## src/rtl/div_sequencer.sv

```systemverilog
// Run controller for the measurement counter's programmable clock divider.
// Optional burst mode is compiled in when DIVSEQ_BURST_EN is defined.
module div_sequencer #(
  parameter int unsigned LOGLENGTH    = 31,
  parameter int unsigned DEFAULT_HALF = 50000,
  parameter int unsigned BURSTW       = 16
) (
  input  logic                 inclk,
  input  logic                 reset_n,
  input  logic                 cfg_valid,
  input  logic [LOGLENGTH:0]   cfg_half,
  output logic                 cfg_ready,
  input  logic                 start,
  input  logic                 stop,
  input  logic [BURSTW-1:0]    burst_len,
  output logic                 newclk,
  output logic                 tick,
  output logic                 busy,
  output logic                 done,
  output logic [LOGLENGTH:0]   cur_half
);

  localparam int unsigned W = LOGLENGTH + 1;

  typedef enum logic [1:0] {
    IDLE  = 2'd0,
    RUN   = 2'd1,
    DRAIN = 2'd2
  } state_t;

  state_t         state_q, state_d;
  logic [W-1:0]   count_q, count_d;
  logic [W-1:0]   pend_half_q, pend_half_d;
  logic [W-1:0]   cur_half_d;
  logic [W-1:0]   cfg_clamp_c;
  logic           newclk_d, tick_d, busy_d, done_d, cfg_ready_d;
  logic           boundary_c, rise_c, launch_c, burst_end_c;

  assign cfg_clamp_c = (cfg_half == '0) ? W'(1) : cfg_half;
  assign boundary_c  = (state_q != IDLE) && (count_q == W'(cur_half - W'(1)));
  assign rise_c      = boundary_c && !newclk;
  assign launch_c    = (state_q == IDLE) && start && !stop;

`ifdef DIVSEQ_BURST_EN
  logic [BURSTW-1:0] burst_cnt_q, burst_cnt_d;
  logic [BURSTW-1:0] burst_tgt_q, burst_tgt_d;

  // Burst target latched at launch; count advances on each rising boundary
  always_comb begin
    burst_cnt_d = burst_cnt_q;
    burst_tgt_d = burst_tgt_q;
    if (launch_c) begin
      burst_cnt_d = '0;
      burst_tgt_d = burst_len;
    end else if ((state_q == RUN) && !stop && rise_c) begin
      burst_cnt_d = BURSTW'(burst_cnt_q + BURSTW'(1));
    end
  end

  always_ff @(posedge inclk or negedge reset_n) begin
    if (!reset_n) begin
      burst_cnt_q <= '0;
      burst_tgt_q <= '0;
    end else begin
      burst_cnt_q <= burst_cnt_d;
      burst_tgt_q <= burst_tgt_d;
    end
  end

  assign burst_end_c = (burst_tgt_q != '0) &&
                       (BURSTW'(burst_cnt_q + BURSTW'(1)) == burst_tgt_q);
`else
  logic unused_burst_len;
  assign unused_burst_len = ^burst_len;
  assign burst_end_c      = 1'b0;
`endif

  // Next-state, divider and config pipeline
  always_comb begin
    state_d     = state_q;
    count_d     = count_q;
    pend_half_d = pend_half_q;
    cur_half_d  = cur_half;
    newclk_d    = newclk;
    tick_d      = 1'b0;
    busy_d      = busy;
    done_d      = 1'b0;
    cfg_ready_d = cfg_ready;

    if (state_q == IDLE) begin
      // A config left pending by an early stop lands as soon as we idle
      if (!cfg_ready) begin
        cur_half_d  = pend_half_q;
        cfg_ready_d = 1'b1;
      end else if (cfg_valid) begin
        cur_half_d = cfg_clamp_c;
      end
    end else begin
      if (boundary_c && !cfg_ready) begin
        cur_half_d  = pend_half_q;
        cfg_ready_d = 1'b1;
      end else if (cfg_valid && cfg_ready) begin
        pend_half_d = cfg_clamp_c;
        cfg_ready_d = 1'b0;
      end
      if (boundary_c) begin
        count_d  = '0;
        newclk_d = !newclk;
      end else begin
        count_d = W'(count_q + W'(1));
      end
    end

    case (state_q)
      IDLE: begin
        if (launch_c) begin
          state_d = RUN;
          busy_d  = 1'b1;
          count_d = '0;
        end
      end
      RUN: begin
        // A falling boundary coincident with stop finishes the drain at once
        if (stop) begin
          if (!newclk || boundary_c) begin
            state_d  = IDLE;
            busy_d   = 1'b0;
            done_d   = 1'b1;
            newclk_d = 1'b0;
          end else begin
            state_d = DRAIN;
          end
        end else if (rise_c) begin
          tick_d = 1'b1;
          if (burst_end_c) state_d = DRAIN;
        end
      end
      DRAIN: begin
        if (boundary_c) begin
          state_d  = IDLE;
          busy_d   = 1'b0;
          done_d   = 1'b1;
          newclk_d = 1'b0;
        end
      end
      default: begin
        state_d  = IDLE;
        busy_d   = 1'b0;
        newclk_d = 1'b0;
      end
    endcase
  end

  always_ff @(posedge inclk or negedge reset_n) begin
    if (!reset_n) begin
      state_q     <= IDLE;
      count_q     <= '0;
      pend_half_q <= '0;
      cur_half    <= W'(DEFAULT_HALF);
      newclk      <= 1'b0;
      tick        <= 1'b0;
      busy        <= 1'b0;
      done        <= 1'b0;
      cfg_ready   <= 1'b1;
    end else begin
      state_q     <= state_d;
      count_q     <= count_d;
      pend_half_q <= pend_half_d;
      cur_half    <= cur_half_d;
      newclk      <= newclk_d;
      tick        <= tick_d;
      busy        <= busy_d;
      done        <= done_d;
      cfg_ready   <= cfg_ready_d;
    end
  end

endmodule

```

## config.mk

```make
export PLATFORM = sky130hd
export DESIGN_NAME = div_sequencer
export DESIGN_NICKNAME = d
export VERILOG_FILES = /design/src/rtl/div_sequencer.sv
export SDC_FILE = /design/constraint.sdc
export NUM_CORES = 1
export LEC_CHECK = 0
export ABC_CLOCK_PERIOD_IN_PS = 4550
export CORE_ASPECT_RATIO = 1.4
export CORE_MARGIN = 1.5
export CORE_UTILIZATION = 45
export CTS_CLUSTER_SIZE = 8
export DETAILED_ROUTE_END_ITERATION = 7
export GPL_TIMING_DRIVEN = 0
export PLACE_DENSITY = 0.67
export SYNTH_ARGS = -nofsm -noshare
export SYNTH_HDL_FRONTEND = slang
export SYNTH_SLANG_ARGS = --single-unit
```

## constraint.sdc

```tcl
create_clock -name inclk -period 4.55 [get_ports inclk]
set_clock_uncertainty 0.1 [all_clocks]
set_input_delay 0.6825 -clock inclk [delete_from_list [all_inputs] [get_ports inclk]]
set_output_delay 0.6825 -clock inclk [all_outputs]
set_load 0.03 [all_outputs]
```

**Yosys cells after proc, flatten, opt, wreduce, memory -nomap -nowiden**

Cells that the tools add are included.

- Add/sub/neg operators: 2
- Equal/unequal tests: 8
- Muxes and demuxes: 35
- Bitwise logic cells: 2
- Reductions and logical operators: 19

Operators by type and width:

| cell | number |
|---|---|
| 32-bit 2-to-1 mux | 9 |
| 32-bit by 1-bit adder with 32-bit output (second input constant) | 1 |
| 32-bit == test | 1 |
| 32-bit logical NOT | 1 |
| 32-bit by 1-bit subtractor with 32-bit output (second input constant) | 1 |
| 1-bit 2-to-1 mux | 18 |
| 2-bit 2-to-1 mux | 4 |
| 2-bit != test (second input constant) | 4 |
| 1-bit logical AND | 6 |
| 1-bit case mux with 3 select lines | 2 |
| 2-bit case mux with 3 select lines | 1 |
| 3-bit AND reduction | 2 |
| 4-bit AND reduction | 1 |
| 2-bit nonzero test | 2 |
| 1-bit logical NOT | 3 |
| 3-bit != test (second input constant) | 1 |
| 3-bit nonzero test | 1 |
| 2-bit by 1-bit == test with 1-bit output (second input constant) | 1 |
| 2-bit == test (second input constant) | 1 |
| 2-bit logical NOT | 1 |
| 1-bit NOT | 2 |
| 1-bit case mux with 2 select lines | 1 |
| 2-bit AND reduction | 1 |
| 1-bit logical OR | 1 |

- Register bits after elaboration: 103
- Input bits: 53
- Word-level logic and storage cells: 75

**Longest topological paths before layout**

- Depth in word-level cells: 8
- Gate-level depth with buffers: 15
- Gate-level depth less buffers: 15

**Least setup slack after synthesis**

OpenSTA, ideal clock, no wires.

- Path type: reg2reg
- From: register cur_half[0]
- To: register busy
- Setup time: 0.142 ns
- Data arrival time: 3.836 ns
- Required time: 4.308 ns
- Slack: 0.472 ns
- Stages on the path, launching flop included: 15
- Cell sequence: dfrtp_1 > inv_1 > ha_1 > xnor2_1 > a21oi_1 > o2111ai_1 > or4_1 > or3_1 > or4_1 > nand2b_1 > ha_1 > o21ai_0 > o21ai_0 > nor3_1 > a311oi_1

- Word-level cells in the longest chain between the ends: 6

RTL lines:

| item | RTL line | source |
|---|---|---|
| start, declared | 20 | `output logic [LOGLENGTH:0] cur_half` |
| start signal, assigned | 159 | `cur_half <= W'(DEFAULT_HALF);` |
| start signal, assigned | 169 | `cur_half <= cur_half_d;` |
| 32-bit by 1-bit subtractor with 32-bit output * | 40 | `assign boundary_c = (state_q != IDLE) && (count_q == W'(cur_half - W'(1)));` |
| 32-bit == test * | 40 |  |
| 1-bit logical AND * | 40 |  |
| 1-bit logical OR | 125 | `if (!newclk \|\| boundary_c) begin` |
| 2-bit != test (no line) | n/a |  |
| 4-bit AND reduction (no line) * | n/a |  |
| end signal, assigned | 172 | `busy <= busy_d;` |
| end, declared | 18 | `output logic busy,` |

Every way passes the cells marked *; elsewhere a longest branch is shown, timed or not.
A chain may end at the register's enable or synchronous reset.

**Final worst setup path**

- From: register cur_half[3]
- To: register cur_half[3]

- Word-level cells in the longest chain between the ends: 6

RTL lines:

| item | RTL line | source |
|---|---|---|
| 32-bit by 1-bit subtractor with 32-bit output | 40 |  |
| 32-bit == test | 40 |  |
| 1-bit logical AND | 40 |  |
| 1-bit logical AND | 99 | `if (boundary_c && !cfg_ready) begin` |
| 2-bit nonzero test (no line) | n/a |  |
| 2-bit AND reduction (no line) | n/a |  |

Every way passes these cells.

==> impl_metrics.yaml <==
clock_network:
  clock_path_buffers: 2
  numCtsBuffers: 9
  ctsHoldBuffers: 0
  clockRootBuffer: "clkbuf_16"
  clock_sinks: 103
  cts_tree: "built"
  h-tree-depth: 3
  clkLatencyLatePin_ns: 0.36
  clk_pin_slew_ns: 0.08
detailed_routing:
  vias: 6258
  drtIter0Drc: 362
  drt-total-wl_um: 20220
  drc: 0
  drtPass1Iterations: 5
  antenna_left: 0
  post_drt_wl_per_cell_um: 19.82
  via_per_inst: 6.135
critical_path:
  rr_endpoint: "cur_half[3]"
  r2r_slack_ns: 0.21
  endpoint_kind: "register"
  path_max_fanout: 10
  cp.arrival_ns: 4.49
  path_class: "register to register"
  startpoint_type: "register"
  rr_worst_depth: 11
  timing.rr.start: "cur_half[3]"
  required_ns: 4.69
final_layout:
  areaGrowthSynthToFinish_pct: 20.27
  final_common_cell: "dfrtp_1"
  multi_input_area_mm2: 0.003789
  final_nets: 887
  layout-drive-gt1-share_pct: 10.59
  diodes: 0
  regArea_mm2: 0.002586
  fillCellCount: 1308
  layout.cells.non_filler: 1020
  layout_common_cells: "96 x dfrtp_1, 72 x clkdlybuf4s50_1, 60 x nor2_1"
yosys:
  async_flop_share_pct: 100.0
  syn-cell-area_mm2: 0.006758
  synth_flop_cell: "dfrtp_1"
  yosysSeqAreaShare_pct: 38.27
  synth_top_area_cell: "dfrtp_1"
  synth.area.top_cells: "dfrtp_1 36%, mux2_2 5.2%, xnor2_1 4.8%, mux2i_1 4.7%, xor2_1 4.7%"
  ys_ff_latch: 103
  synth_top_area_share_pct: 35.55
  synth_cells: 734
  synthDistinctLibCells: 57
  synth_nets: 795
  synth.avg_cell_area_um2: 9.207
  yosys_warnings: 0
  synth_edf_count: 0
place:
  dpl.cell_count: 997
  place.gp.congestion: 0.9334
  dp_hpwl_um: 14970
  io_buffers: 73
grt:
  grt_pass1_vias: 6419
  grt_usage_pct: 26.52
  gr-total-overflow: 0
  antenna_found_initial: 0
  grt_pass1_wl_um: 32990
  grt_max_degree: 58
pwr:
  max-vdd-ir-drop_mv: 0.4085
  leakage_nw: 3.272
  p_per_area_mw_per_mm2: 661.5
  finalPower_mw: 5.377
timing:
  fmax_ghz: 0.2302
  fin_crit_ns: 4.344
  finalHoldViolations: 0
  setup_violations: 0
  maxSlewViolCount: 0
  slew_headroom_pct: 48.71
  hold-worst-slack_ns: 0.3032
  rsz0062_at_grt: "no"
  finalCritPeriodShare_pct: 95.46
  tightest_slew_ns: 0.7623
job:
  cap_violations: 0
die:
  dieArea_mm2: 0.01577
  die_width_um: 106.6
  die_h_um: 148.0
  initial_core_util_pct: 46.37
  row_count: 52
  io_pins: 90
  coreArea_mm2: 0.01457
run_status:
  status: "complete, no violations"
worst_hold_path:
  min_path_type: "input port to asynchronous set/reset pin"
[worst max-delay path by stage]
stage                 from         endpoint  slack, ns  cells after the start
2_1_floorplan  cur_half[0]             busy       0.47                     14
3_3_place_gp       reset_n  pend_half_q[24]      -1.29                      1
3_5_place_dp   cur_half[0]       state_q[1]      -0.35                     14
4_1_cts        cur_half[2]     cur_half[12]       0.13                     11
5_1_grt        cur_half[3]      cur_half[3]       0.01                     11
6_report       cur_half[3]      cur_half[3]       0.21                     11
[per-layer routing]
| metal | vias to the layer above | GRT usage (%) | part of all wire, % | routed length, um |
|---|---|---|---|---|
| li1 | 2896 | - | - | - |
| met1 | 3040 | 31.88 | 40 | 8101 |
| met2 | 267 | 45.83 | 51 | 10280 |
| met3 | 55 | 3.395 | 5.1 | 1023 |
| met4 | 0 | 14.13 | 4.1 | 819 |
| met5 | - | 0 | 0 | 0 |
[state kept, by name (all words and copies together) (netlist names)]
| register | count |
|---|---|
| count_q | 32 |
| cur_half | 32 |
| pend_half_q | 32 |
| state_q | 2 |
| busy | 1 |
| cfg_ready | 1 |
| done | 1 |
| newclk | 1 |
| tick | 1 |
[worst max-delay path, stage by stage, from the launching register on]
cell	delay, ns
dfrtp_1	0.39
clkbuf_1	0.25
or4_1	0.54
nor4_4	0.33
nand4_1	0.22
xnor2_1	0.24
or4b_1	0.54
or4_1	0.52
clkbuf_1	0.20
clkbuf_1	0.24
or4_1	0.52
o311ai_1	0.12
[timing repair]
item,CTS,global route
resized for setup,5,10
endpoints found under the setup margin,12,32
pin swaps,1,2
setup buffers,1,7
endpoints found under the hold margin,0,0
[synth_stat cells (20+ instances only)]
master,instances
a21oi_1,41
a31oi_1,32
clkbuf_1,46
dfrtp_1,96
inv_1,42
mux2_2,31
mux2i_1,32
nand2_1,27
nand3_1,21
nor2_1,60
nor4_1,20
o311ai_1,31
or4_1,37
xnor2_1,37
xor2_1,36
[cells by family (layout without fill, tap and decap cells)]
| group | count (synthesis) | after routing | share of synthesized area (%) |
|---|---|---|---|
| XOR/XNOR | 73 | 73 | 9.461 |
| multiplexers | 63 | 63 | 9.906 |
| AO/OA/AOI/OAI | 146 | 146 | 14.50 |
| flip-flops | 103 | 103 | 38.27 |
| buffers and inverters | 100 | 197 | 6.165 |
| AND/OR/NAND/NOR | 241 | 241 | 20.22 |
| adder cells (fa/ha/maj) | 8 | 8 | 1.481 |
[through the flow]
step / utilization, % / TNS (ns) / setup WS [ns] / area, um2
6_report: 55.77 / 0 / 0.2064 / 8128
5_1_grt: 55.77 / 0 / 0.009841 / 8128
4_1_cts: 55.28 / 0 / 0.1312 / 8056
3_5_place_dp: 53.18 / -0.8035 / -0.3477 / 7750
3_3_place_gp: 53.00 / -123.85 / -1.294 / 7725
2_1_floorplan: - / 0 / 0.4717 / 6758
[area by class of cell]
type	instances	share of cell area, %
Sequential cell	103	31.82
Inverter	43	2.032
Buffer	56	3.156
Multi-Input combinational cell	531	46.61
Clock inverter	6	0.6158
Clock buffer	10	2.817
Timing Repair Buffer	82	10.04
Tap cell	189	2.909
[power by group]
group / leakage (nW) / switching, mW / internal (mW)
clock network: 0.130 / 0.378 / 0.379
logic: 1.88 / 1.72 / 1.22
registers: 1.27 / 0.405 / 1.28
total: 3.27 / 2.50 / 2.88
No activity file was read; power rests on OpenSTA's default activity.
